**src/rtl/pic_inta_sequencer.sv**
```systemverilog
// PIC control stage: raises INT, runs the two-pulse 8086 INTA handshake, owns the ISR.
// Optional macro PIC_AEOI_EN: automatic EOI on the trailing INTA edge when aeoi_mode=1.
module pic_inta_sequencer #(
   parameter int VEC_W  = 5,
   parameter int NUM_IR = 8
) (
   input  logic                 clk,
   input  logic                 rst_n,
   input  logic                 int_req,
   input  logic [2:0]           irq_id,
   input  logic                 inta_n,
   input  logic                 single_mode,
   input  logic                 master_mode,
   input  logic [NUM_IR-1:0]    slave_ir,
   input  logic                 cas_match,
   input  logic [VEC_W-1:0]     icw2_vec,
   input  logic                 eoi_strobe,
   input  logic                 eoi_specific,
   input  logic [2:0]           eoi_level,
   input  logic                 aeoi_mode,
   output logic                 int_out,
   output logic                 freeze,
   output logic [NUM_IR-1:0]    irr_clr,
   output logic [NUM_IR-1:0]    isr,
   output logic [2:0]           cas_id,
   output logic                 cas_id_vld,
   output logic [VEC_W+2:0]     data_out,
   output logic                 data_oe
);

   typedef enum logic [2:0] {IDLE, REQ, ACK1, GAP, ACK2} state_t;

   state_t               state, state_nxt;
   logic                 inta_s1, inta_s2, inta_s3;
   logic                 fall, rise;
   logic [2:0]           id, id_nxt;
   logic                 spur, spur_nxt;
   logic                 own;
   logic                 int_nxt, freeze_nxt, vld_nxt, oe_nxt;
   logic [2:0]           cas_id_nxt;
   logic [VEC_W+2:0]     data_nxt;
   logic [NUM_IR-1:0]    irr_clr_nxt, isr_nxt, set_mask, eoi_clr, aeoi_clr;

   // inta_s3 is the previous synced value, so edges are seen on the synchronized pin only
   assign fall = inta_s3 & ~inta_s2;
   assign rise = ~inta_s3 & inta_s2;

   assign own = single_mode | (master_mode & ~slave_ir[id]) | (~master_mode & cas_match);

`ifndef PIC_AEOI_EN
   logic unused_aeoi;
   assign unused_aeoi = aeoi_mode;
`endif

   always_ff @(posedge clk) begin
      if (!rst_n) begin
         state      <= IDLE;
         inta_s1    <= 1'b1;
         inta_s2    <= 1'b1;
         inta_s3    <= 1'b1;
         id         <= 3'd0;
         spur       <= 1'b0;
         int_out    <= 1'b0;
         freeze     <= 1'b0;
         irr_clr    <= '0;
         isr        <= '0;
         cas_id     <= 3'd0;
         cas_id_vld <= 1'b0;
         data_out   <= '0;
         data_oe    <= 1'b0;
      end else begin
         state      <= state_nxt;
         inta_s1    <= inta_n;
         inta_s2    <= inta_s1;
         inta_s3    <= inta_s2;
         id         <= id_nxt;
         spur       <= spur_nxt;
         int_out    <= int_nxt;
         freeze     <= freeze_nxt;
         irr_clr    <= irr_clr_nxt;
         isr        <= isr_nxt;
         cas_id     <= cas_id_nxt;
         cas_id_vld <= vld_nxt;
         data_out   <= data_nxt;
         data_oe    <= oe_nxt;
      end
   end

   always_comb begin
      state_nxt   = state;
      id_nxt      = id;
      spur_nxt    = spur;
      int_nxt     = int_out;
      freeze_nxt  = freeze;
      irr_clr_nxt = '0;
      cas_id_nxt  = cas_id;
      vld_nxt     = cas_id_vld;
      data_nxt    = data_out;
      oe_nxt      = data_oe;
      set_mask    = '0;
      eoi_clr     = '0;
      aeoi_clr    = '0;

      // EOI is evaluated on the current ISR, so a same-cycle acknowledge set cannot be cleared by it
      if (eoi_strobe) begin
         if (eoi_specific)
            eoi_clr[eoi_level] = 1'b1;
         else
            eoi_clr = isr & (~isr + {{(NUM_IR-1){1'b0}}, 1'b1});
      end

      case (state)
         IDLE: begin
            if (int_req) begin
               int_nxt   = 1'b1;
               state_nxt = REQ;
            end
         end
         REQ: begin
            if (fall) begin
               freeze_nxt = 1'b1;
               int_nxt    = 1'b0;
               state_nxt  = ACK1;
               if (int_req) begin
                  id_nxt                = irq_id;
                  spur_nxt              = 1'b0;
                  set_mask[irq_id]      = 1'b1;
                  irr_clr_nxt[irq_id]   = 1'b1;
               end else begin
                  id_nxt   = 3'd7;
                  spur_nxt = 1'b1;
               end
            end
         end
         ACK1: begin
            if (master_mode && !single_mode && slave_ir[id]) begin
               vld_nxt    = 1'b1;
               cas_id_nxt = id;
            end
            if (rise)
               state_nxt = GAP;
         end
         GAP: begin
            if (fall) begin
               state_nxt = ACK2;
               oe_nxt    = own;
               data_nxt  = {icw2_vec, id};
            end
         end
         ACK2: begin
            if (rise) begin
               oe_nxt     = 1'b0;
               vld_nxt    = 1'b0;
               freeze_nxt = 1'b0;
               state_nxt  = IDLE;
`ifdef PIC_AEOI_EN
               if (aeoi_mode && !spur)
                  aeoi_clr[id] = 1'b1;
`endif
            end
         end
         default: state_nxt = IDLE;
      endcase

      isr_nxt = (isr & ~eoi_clr & ~aeoi_clr) | set_mask;
   end

endmodule

```
**config.mk**
```make
export PLATFORM = sky130hd
export DESIGN_NAME = pic_inta_sequencer
export DESIGN_NICKNAME = d
export VERILOG_FILES = /design/src/rtl/pic_inta_sequencer.sv
export SDC_FILE = /design/constraint.sdc
export NUM_CORES = 1
export LEC_CHECK = 0
export BUFFER_PORTS_ARGS = -buffer_cell sky130_fd_sc_hd__buf_2
export CAP_MARGIN = 25
export CORE_ASPECT_RATIO = 1.1
export CORE_MARGIN = 4
export CORE_UTILIZATION = 49
export CTS_CLUSTER_DIAMETER = 100
export DETAILED_ROUTE_END_ITERATION = 7
export GPL_TIMING_DRIVEN = 0
export PLACE_DENSITY = 0.89
export SLEW_MARGIN = 40
export SYNTH_ARGS = -nofsm -noshare
export SYNTH_HDL_FRONTEND = slang
export SYNTH_SLANG_ARGS = --single-unit
```
**constraint.sdc**
```tcl
create_clock -name clk -period 2 [get_ports clk]
set_input_delay 0.1 -clock clk [delete_from_list [all_inputs] [get_ports clk]]
set_output_delay 0.1 -clock clk [all_outputs]
set_load 0.02 [all_outputs]
```
Word level (Yosys, flattened, before mapping):

Index checks and enable logic that the tools add are counted.

* register bits after elaboration: 40
* bits in latches: 0
* memory bits (writable): 0
* bits in read-only memories: 0
* input bits: 29
* output and inout bits: 31
* word-level logic and storage cells: 90
* memories kept: 0

* $add $sub $neg: 1
* $mul: 0
* div/mod/pow operators: 0
* magnitude comparators: 5
* eq/ne operators: 10
* shift-type cells: 0
* multiplexer cells: 28
* bitwise operators: 15
* reduce and logical (&&, ||, !) cells: 18

Operator list (number)
* 8-bit 2-to-1 mux: 5
* 3-bit 2-to-1 mux: 6
* 8-bit bitwise AND: 2
* 8-bit inverter: 2
* 3-bit case mux with 5 select lines: 1
* 3-bit by 4-bit < comparator with 1-bit output, second input constant: 3
* 2-bit inequality test, second input constant: 6
* 3-bit AND reduction: 4
* 1-bit 2-to-1 mux: 9
* 8-bit by 1-bit adder with 8-bit output, second input constant: 1
* 8-bit bitwise OR: 1
* 1-bit case mux with 2 select lines: 4
* 2-bit nonzero test: 4
* 1-bit demux with 3-bit select: 2
* 3-bit by 2-bit equality test with 1-bit output, second input constant: 2
* 3-bit by 1-bit >= comparator with 1-bit output, second input constant: 2
* 2-bit AND reduction: 3
* 5-bit AND reduction: 1
* 1-bit bitwise AND: 4
* 1-bit logical AND: 4
* 1-bit inverter: 4
* 1-bit binary-select mux with 3-bit select: 1
* 3-bit by 1-bit equality test with 1-bit output, second input constant: 1
* 3-bit equality test, second input constant: 1
* 3 further kinds: 4

Longest topological paths before layout:

Gate-level depths: netlist of run 1.

* word-level depth: 9
* mapped depth: 7
* gate-level depth less buffers: 5

Worst setup path before layout of run 1:

No wires, ideal clock.

* kind: reg-to-reg
* from: register isr[0]
* to: register isr[6]
* data arrival time: 1609 ps
* data required time: 1884 ps
* setup slack: 275 ps
* cell stages (with the launch flop): 6
* path buffers: 0
* path through: dfxtp_1 or3_4 or4_4 o21ai_2 nand3_1 a31o_1

* longest elaborated chain between the ends: 8

Ends and longest elaborated chain
* start, declared: line 24 `output logic [NUM_IR-1:0] isr,`
* start signal, assigned: line 81 `isr <= isr_nxt;`
* 8-bit inverter: line 109 `eoi_clr = isr & (~isr + {{(NUM_IR-1){1'b0}}, 1'b1});`
* 8-bit by 1-bit adder with 8-bit output: line 109
* 8-bit bitwise AND: line 109
* 8-bit 2-to-1 mux: line 106 `if (eoi_specific)`
* 8-bit 2-to-1 mux: line 105 `if (eoi_strobe) begin`
* 8-bit inverter: line 165 `isr_nxt = (isr & ~eoi_clr & ~aeoi_clr) | set_mask;`
* 8-bit bitwise AND: line 165
* 8-bit bitwise OR: line 165

No other way between the ends.
A chain may end at the register's enable or synchronous reset.

Worst setup path after layout of run 1:

* from: register id[1]
* to: register cas_id_vld

* longest elaborated chain between the ends: 5

Ends and longest elaborated chain
* start, declared: line 36 `logic [2:0] id, id_nxt;`
* start signal, assigned: line 76 `id <= id_nxt;`
* 1-bit binary-select mux with 3-bit select: line 136 `if (master_mode && !single_mode && slave_ir[id]) begin`
* 1-bit 2-to-1 mux (implied by the code): line 136
* 1-bit logical AND: line 136
* 2-bit inequality test (no line)
* 3-bit AND reduction (no line)
* end signal, assigned: line 83 `cas_id_vld <= vld_nxt;`
* end, declared: line 26 `output logic cas_id_vld,`

No other way between the ends. The select of a mux whose other input is x is not followed.

==> impl_metrics.csv, run 1 <==
group,metric,value,unit
logic_synthesis,synthAdderAreaFrac,0,%
layout,fill_cells,298,
timing,period_needed,1792,ps
logic_synthesis,synth_top_area_share,46.04,%
timing,hold_viol_final,0,
pwr,p_per_area,777.9,nW/um^2
global_routing,grt_pass1_vias,1513,
logic_synthesis,synthFlopType,"dfxtp_1",
die,die_area,4568,um^2
critical_path,path_class,"reg2reg",
critical_path,worst-path-buf-inv,2,
routing,via_per_inst,5.332,
pwr,switchingPower,0.3515,mW
logic_synthesis,syn_inst,189,
timing,fmax,558.0,MHz
timing,setup_viol,0,
global_routing,antenna_found_initial,0,
layout,fin_cells,304,
pwr,finalPower,1.736,mW
timing,tightest_slew,487.4,ps
logic_synthesis,synth-seq-cells,40,
timing,fin_crit_sh,89.61,%
timing,maxSlewViolCount,0,
logic_synthesis,synth_compound_area_share,16.76,%
placement,place.gp.congestion,0.8631,
routing,first_pass_iters,4,
die,num_io_pins,60,
critical_path,start_kind,"flop",
layout,syn2layout_area_growth,28.35,%
layout,diodes,0,
logic_synthesis,synth_fp_nets,218,
clock_tree,cts_tree,"built",
routing,ant_nets,0,
pwr,sw_frac_of_total,20.25,%
global_routing,overflow,0,
pwr,p_int,1.385,mW
routing,drc,0,
routing,routed_wirelength,4255,um
die,rows,22,
die,coreArea,3386,um^2
die,die_w,64.81,um
timing,holdWs,16.52,ps
critical_path,max_stage_delay,340,ps
worst_hold_path,worstHoldPathType,"in2reg",
placement,placedCellCount,294,
pwr,worst_ir_drop_vdd,0.7470,mV
routing,vias,1621,
global_routing,grt.total_usage,18.93,%
critical_path,end_kind,"flop",
status,outcome,"finished clean",
global_routing,grt_max_degree,14,
logic_synthesis,avgSynthCellArea,9.202,um^2
logic_synthesis,yosysWarnings,0,
logic_synthesis,synth_area,1739,um^2
clock_tree,hold_buffers,2,
die,start_util,51.37,%
pwr,leakage,1.001,nW
logic_synthesis,synthDistinctLibCells,45,
critical_path,cp_slowest_cell,"dfxtp_1",
clock_tree,htreeDepth,2,
critical_path,arrival,2050,ps
critical_path,cp_top_family,"simple AND/OR/NAND/NOR gates",
placement,place.port_buffers,57,
logic_synthesis,yosys-top-cells-count,"dfxtp_1, nand2_1, nand3_1",
timing,relSlewSlack,66.67,%
critical_path,critPathRequiredTime,2250,ps
logic_synthesis,synth_top_family_by_area,"simple AND/OR/NAND/NOR gates",
logic_synthesis,yosysSeqAreaShare,46.04,%
logic_synthesis,synthMuxAreaShare,3.813,%
job,cap_violations,0,
timing,fin_setup_tns,0,ps
logic_synthesis,synth-xor-area-share,0.5036,%
logic_synthesis,synth_edf_count,0,
pwr,pwr-share-clk,45.2,%
logic_synthesis,synth.largest_area_cell,"dfxtp_1",
clock_tree,path_clk_slew,120,ps
clock_tree,cts_root_buffer,"clkbuf_4",
pwr,p_comb_share,7.8,%
layout,drive_gt1_share,30.08,%
global_routing,grt_pass1_wl,6720,um
critical_path,cp_cell_sequence,"buf_6 -> mux2_1 -> nor3b_1 -> nor4_2 -> and3_1 -> buf_6 -> o21a_1",
timing,finalClockSkew,6.781,ps
logic_synthesis,synth-simple-area-share,28.06,%
placement,hpwl,3104,um
clock_tree,cts_setup_buffers,0,
critical_path,cp_max_fo,8,
clock_tree,insertion_delay,350,ps
logic_synthesis,yosysMostFrequentCell,"dfxtp_1",
logic_synthesis,synth_area_leaders,"dfxtp_1, nand2_1, nand3_1",
layout,nets,284,
critical_path,cp_common_cell,"buf_6",
clock_tree,cts_num_sinks,40,
timing,rsz0062_at_grt,"false",
clock_tree,cts_resized,0,
routing,wl_per_cell,14.00,um
routing,drtIter0Drc,52,
pwr,p_seq_share,47.0,%
die,die_y,70.49,um
clock_tree,numCtsBuffers,5,
clock_tree,clockBufferDepth,2,
logic_synthesis,synthArstFlopShare,0,%
power by group through the flow:
stage | registers, mW | logic, mW | clock network, mW
after floorplan | 0.837 | 0.0735 | 0
after global placement | 0.834 | 0.128 | 0
after detailed placement | 0.834 | 0.131 | 0
after CTS | 0.816 | 0.135 | 0.795
after global routing | 0.819 | 0.151 | 0.831
final | 0.817 | 0.136 | 0.784
through the flow:
| step | area [um^2] | setup slack (ps) | util, % |
|---|---|---|---|
| 3_3_place_gp | 2085 | 260.0 | 61.57 |
| 4_1_cts | 2232 | 192.2 | 65.93 |
| 3_5_place_dp | 2085 | 253.0 | 61.57 |
| 2_1_floorplan | 1739 | 275.5 | - |
| 5_1_grt | 2232 | 94.90 | 65.93 |
| 6_report | 2232 | 207.8 | 65.93 |
path summary, 6_finish.rpt:
kind | startpoint | end | slack, ps | cells after the start
setup / recovery | id[1] | cas_id_vld | 210 | 7
hold / removal | icw2_vec[2] | data_out[5] | 20 | 3
setup reg to reg | id[1] | cas_id_vld | 210 | 7
hold reg to reg | inta_s1 | inta_s2 | 440 | 1
layout by cell type (no fill, tap or decap), types with 5 or more instances in the layout:
master    Yosys  final
nor2_1       10     10
a21boi_0      8      8
and2_1        9      9
dfxtp_1      40     40
buf_2         1     58
clkbuf_1      6      6
clkbuf_4      0      5
nand3_1      16     16
nand2_1      27     27
o21ai_0       6      6
nand2b_1      6      6
kinds of logic after synthesis:
logic type	Yosys count
XOR/XNOR	1
AND/OR/NAND/NOR	89
multiplexers	6
buffers and inverters	14
flip-flops	40
AO/OA/AOI/OAI	39
tightest hold or removal path, stage by stage:
cell      delay (ps)
buf_2             90
nand3_1           70
a21boi_0          70
metal layers:
metal / wire length (um) / GRT usage [%] / vias to the layer above
met5: 0 / 0 / -
met3: 228 / 6.431 / 10
met1: 1821 / 22.34 / 766
met2: 2112 / 30.57 / 45
met4: 93 / 8.685 / 0
li1: - / - / 800
state kept, by name (all words and copies together) (netlist names):
| name | cells |
|---|---|
| inta_s2 | 1 |
| irr_clr | 8 |
| isr | 8 |
| cas_id | 3 |
| cas_id_vld | 1 |
| state | 3 |
| freeze | 1 |
| inta_s1 | 1 |
| id | 3 |
| int_out | 1 |
| data_oe | 1 |
| data_out | 8 |
| inta_s3 | 1 |
final cells by class:
| cell class | count | area, um^2 | share of cell area [%] |
|---|---|---|---|
| Timing Repair Buffer | 59 | 305.3 | 13.68 |
| Buffer | 11 | 72.57 | 3.251 |
| Clock buffer | 5 | 37.54 | 1.682 |
| Clock inverter | 3 | 90.09 | 4.036 |
| Tap cell | 48 | 60.06 | 2.691 |
| Inverter | 3 | 11.26 | 0.5045 |
| Sequential cell | 40 | 800.8 | 35.87 |
| Multi-Input combinational cell | 135 | 854.6 | 38.28 |
Note: power is estimated with default switching activity, not from simulation.
==> run 2: changes to the inputs <==
--- a/config.mk
+++ b/config.mk
@@ -9,11 +9,11 @@
 export CAP_MARGIN = 25
 export CORE_ASPECT_RATIO = 1.1
 export CORE_MARGIN = 4
-export CORE_UTILIZATION = 49
+export CORE_UTILIZATION = 35
 export CTS_CLUSTER_DIAMETER = 100
 export DETAILED_ROUTE_END_ITERATION = 7
 export GPL_TIMING_DRIVEN = 0
-export PLACE_DENSITY = 0.89
+export PLACE_DENSITY = 0.73
 export SLEW_MARGIN = 40
 export SYNTH_ARGS = -nofsm -noshare
 export SYNTH_HDL_FRONTEND = slang
==> constraint.sdc (replaced) <==
create_clock -name clk -period 1.47 [get_ports clk]
set_input_delay 0.0735 -clock clk [delete_from_list [all_inputs] [get_ports clk]]
set_output_delay 0.0735 -clock clk [all_outputs]
set_load 0.02 [all_outputs]
==> run 2 against run 1 <==
  * The run now ends with setup timing left
  * Die area increased by 35%
  * Routed wire length hardly changed
  * First-iteration DRC count grew 98%
  * Clock power decreased by 7.4%
  * Hold slack improved by 36 ps
  * Global-route usage shrank 4.3 points
  * Core utilization fell by 16 points
  * Sequential share of layout area fell by 1.2 points
  * Combinational power grew 54%
  * Fmax increased by 7.4%
  * Non-clock buffer count up 4
  * Clock skew decreased by 2.0 ps
  * Critical path type unchanged
==> impl_metrics.csv, run 2 (same netlist as run 1, synthesis figures left out) <==
group,metric,value,unit
timing,maxSlewViolCount,0,
die,rows,26,
timing,layout_setup_ws,-198.6,ps
routing,ant_nets,0,
pwr,worst_ir_drop_vdd,0.4728,mV
die,num_io_pins,60,
routing,wl_per_cell,13.46,um
critical_path,reg2reg_slack,-200,ps
clock_tree,numCtsBuffers,5,
pwr,leakage,1.029,nW
routing,drc,0,
status,violations,"setup timing",
routing,routed_wirelength,4254,um
placement,place_ws,-338.3,ps
clock_tree,path_clk_slew,70,ps
routing,drtIter0Drc,103,
critical_path,end_kind,"flop",
placement,place.port_buffers,57,
global_routing,overflow,0,
clock_tree,clockBufferDepth,2,
pwr,p_seq_share,54.4,%
critical_path,worst-path-buf-inv,0,
clock_tree,cts_num_sinks,40,
worst_hold_path,worstHoldPathType,"in2reg",
critical_path,cp_cell_sequence,"or3_4 -> or4_4 -> o21ai_2 -> nand3_1 -> a31o_1",
layout,nets,288,
routing,first_pass_iters,4,
timing,period_needed,1669,ps
critical_path,cp_max_fo,4,
layout,reg_top3,"data_out: 8 flops, irr_clr: 8 flops, isr: 8 flops",
global_routing,antenna_found_initial,0,
timing,tightest_slew,478.3,ps
pwr,p_comb_share,10.2,%
layout,final_cell_mix,"buf_2, dfxtp_1, nand2_1",
placement,place.gp.congestion,0.7862,
timing,fin_setup_tns,-1098,ps
pwr,p_int,1.581,mW
timing,fin_crit_sh,113.5,%
layout,diodes,0,
status,outcome,"finished with violations",
timing,finalClockSkew,4.737,ps
job,cap_violations,0,
layout,mostFrequentLayoutCell,"buf_2",
clock_tree,htreeDepth,2,
timing,holdWs,52.91,ps
critical_path,start_kind,"flop",
critical_path,arrival,1850,ps
global_routing,grt_pass1_wl,6858,um
clock_tree,cts_root_buffer,"clkbuf_8",
critical_path,cp_top_family,"simple AND/OR/NAND/NOR gates",
die,die_area,6162,um^2
die,die_y,81.93,um
die,start_util,36.87,%
global_routing,grt.total_usage,14.59,%
clock_tree,cts_tree,"built",
routing,via_per_inst,5.057,
critical_path,max_stage_delay,440,ps
pwr,switchingPower,0.4678,mW
die,die_w,75.21,um
die,coreArea,4717,um^2
pwr,sw_frac_of_total,22.83,%
clock_tree,insertion_delay,280,ps
critical_path,cp_slowest_cell,"or4_4",
global_routing,grt_max_degree,12,
pwr,pwr-share-clk,35.4,%
pwr,p_per_area,875.8,nW/um^2
placement,placedCellCount,302,
timing,relSlewSlack,68.11,%
global_routing,grt_pass1_vias,1504,
critical_path,critPathRequiredTime,1650,ps
placement,hpwl,3144,um
timing,rsz0062_at_grt,"true",
layout,fin_cells,316,
layout,drive_gt1_share,39.23,%
timing,hold_viol_final,0,
timing,fmax,599.3,MHz
critical_path,path_class,"reg2reg",
layout,syn2layout_area_growth,34.53,%
timing,setup_viol,9,
routing,vias,1598,
## run 2: power by group through the flow
stage | sequential [mW] | clock, mW | combinational, mW
3_3_place_gp | 1.14 | 0 | 0.182
4_1_cts | 1.11 | 0.758 | 0.203
6_report | 1.11 | 0.726 | 0.209
3_5_place_dp | 1.14 | 0 | 0.184
2_1_floorplan | 1.14 | 0 | 0.105
5_1_grt | 1.12 | 0.807 | 0.231
## run 2: path summary, 6_finish.rpt
kind	from	end	cells past startpoint
setup reg to reg	isr[0]	isr[6]	5
hold reg to reg	inta_s1	inta_s2	1
setup / recovery	isr[0]	isr[6]	5
hold / removal	icw2_vec[4]	data_out[7]	3
## run 2: routing by layer
layer,global-route usage [%],part of all wire [%],up-vias
li1,-,-,809
met1,18.51,44,730
met2,23.43,46,54
met3,4.529,8.7,5
met4,4.720,1.3,0
met5,0,0,-
## run 2: metrics by stage
stage	utilization [%]	cell area, um^2	total power, mW
global route	49.60	2340	2.155
CTS	49.12	2317	2.073
finish	49.60	2340	2.049
detailed placement	44.91	2118	1.321
global placement	44.91	2118	1.318
floorplan	-	1763	1.244
## run 2: worst register-to-register path: cells and delay by family, from the launching register on
family	cells	cell delay [ps]
simple gates	3	900
flops	1	330
compound gates	2	330
## run 2: cell type report
| cell class | instances | area [um^2] |
|---|---|---|
| multi-input cells | 135 | 958.4 |
| fillers | 474 | 2377 |
| plain buffers | 6 | 25.02 |
| flip-flops and latches | 40 | 810.8 |
| inverters | 3 | 11.26 |
| well taps | 56 | 70.07 |
| clock buffers | 8 | 90.09 |
| repair buffers | 68 | 374.1 |
## run 2: what timing repair did
| item | in CTS | in global routing |
|---|---|---|
| resized for setup | 12 | 12 |
| hold buffers | 1 | 0 |
| cloned | 0 | 0 |
| buffers inserted | 8 | 2 |
| pin swaps | 7 | 6 |
| setup endpoints to repair | 26 | 19 |
| endpoints found under the hold margin | 1 | 0 |
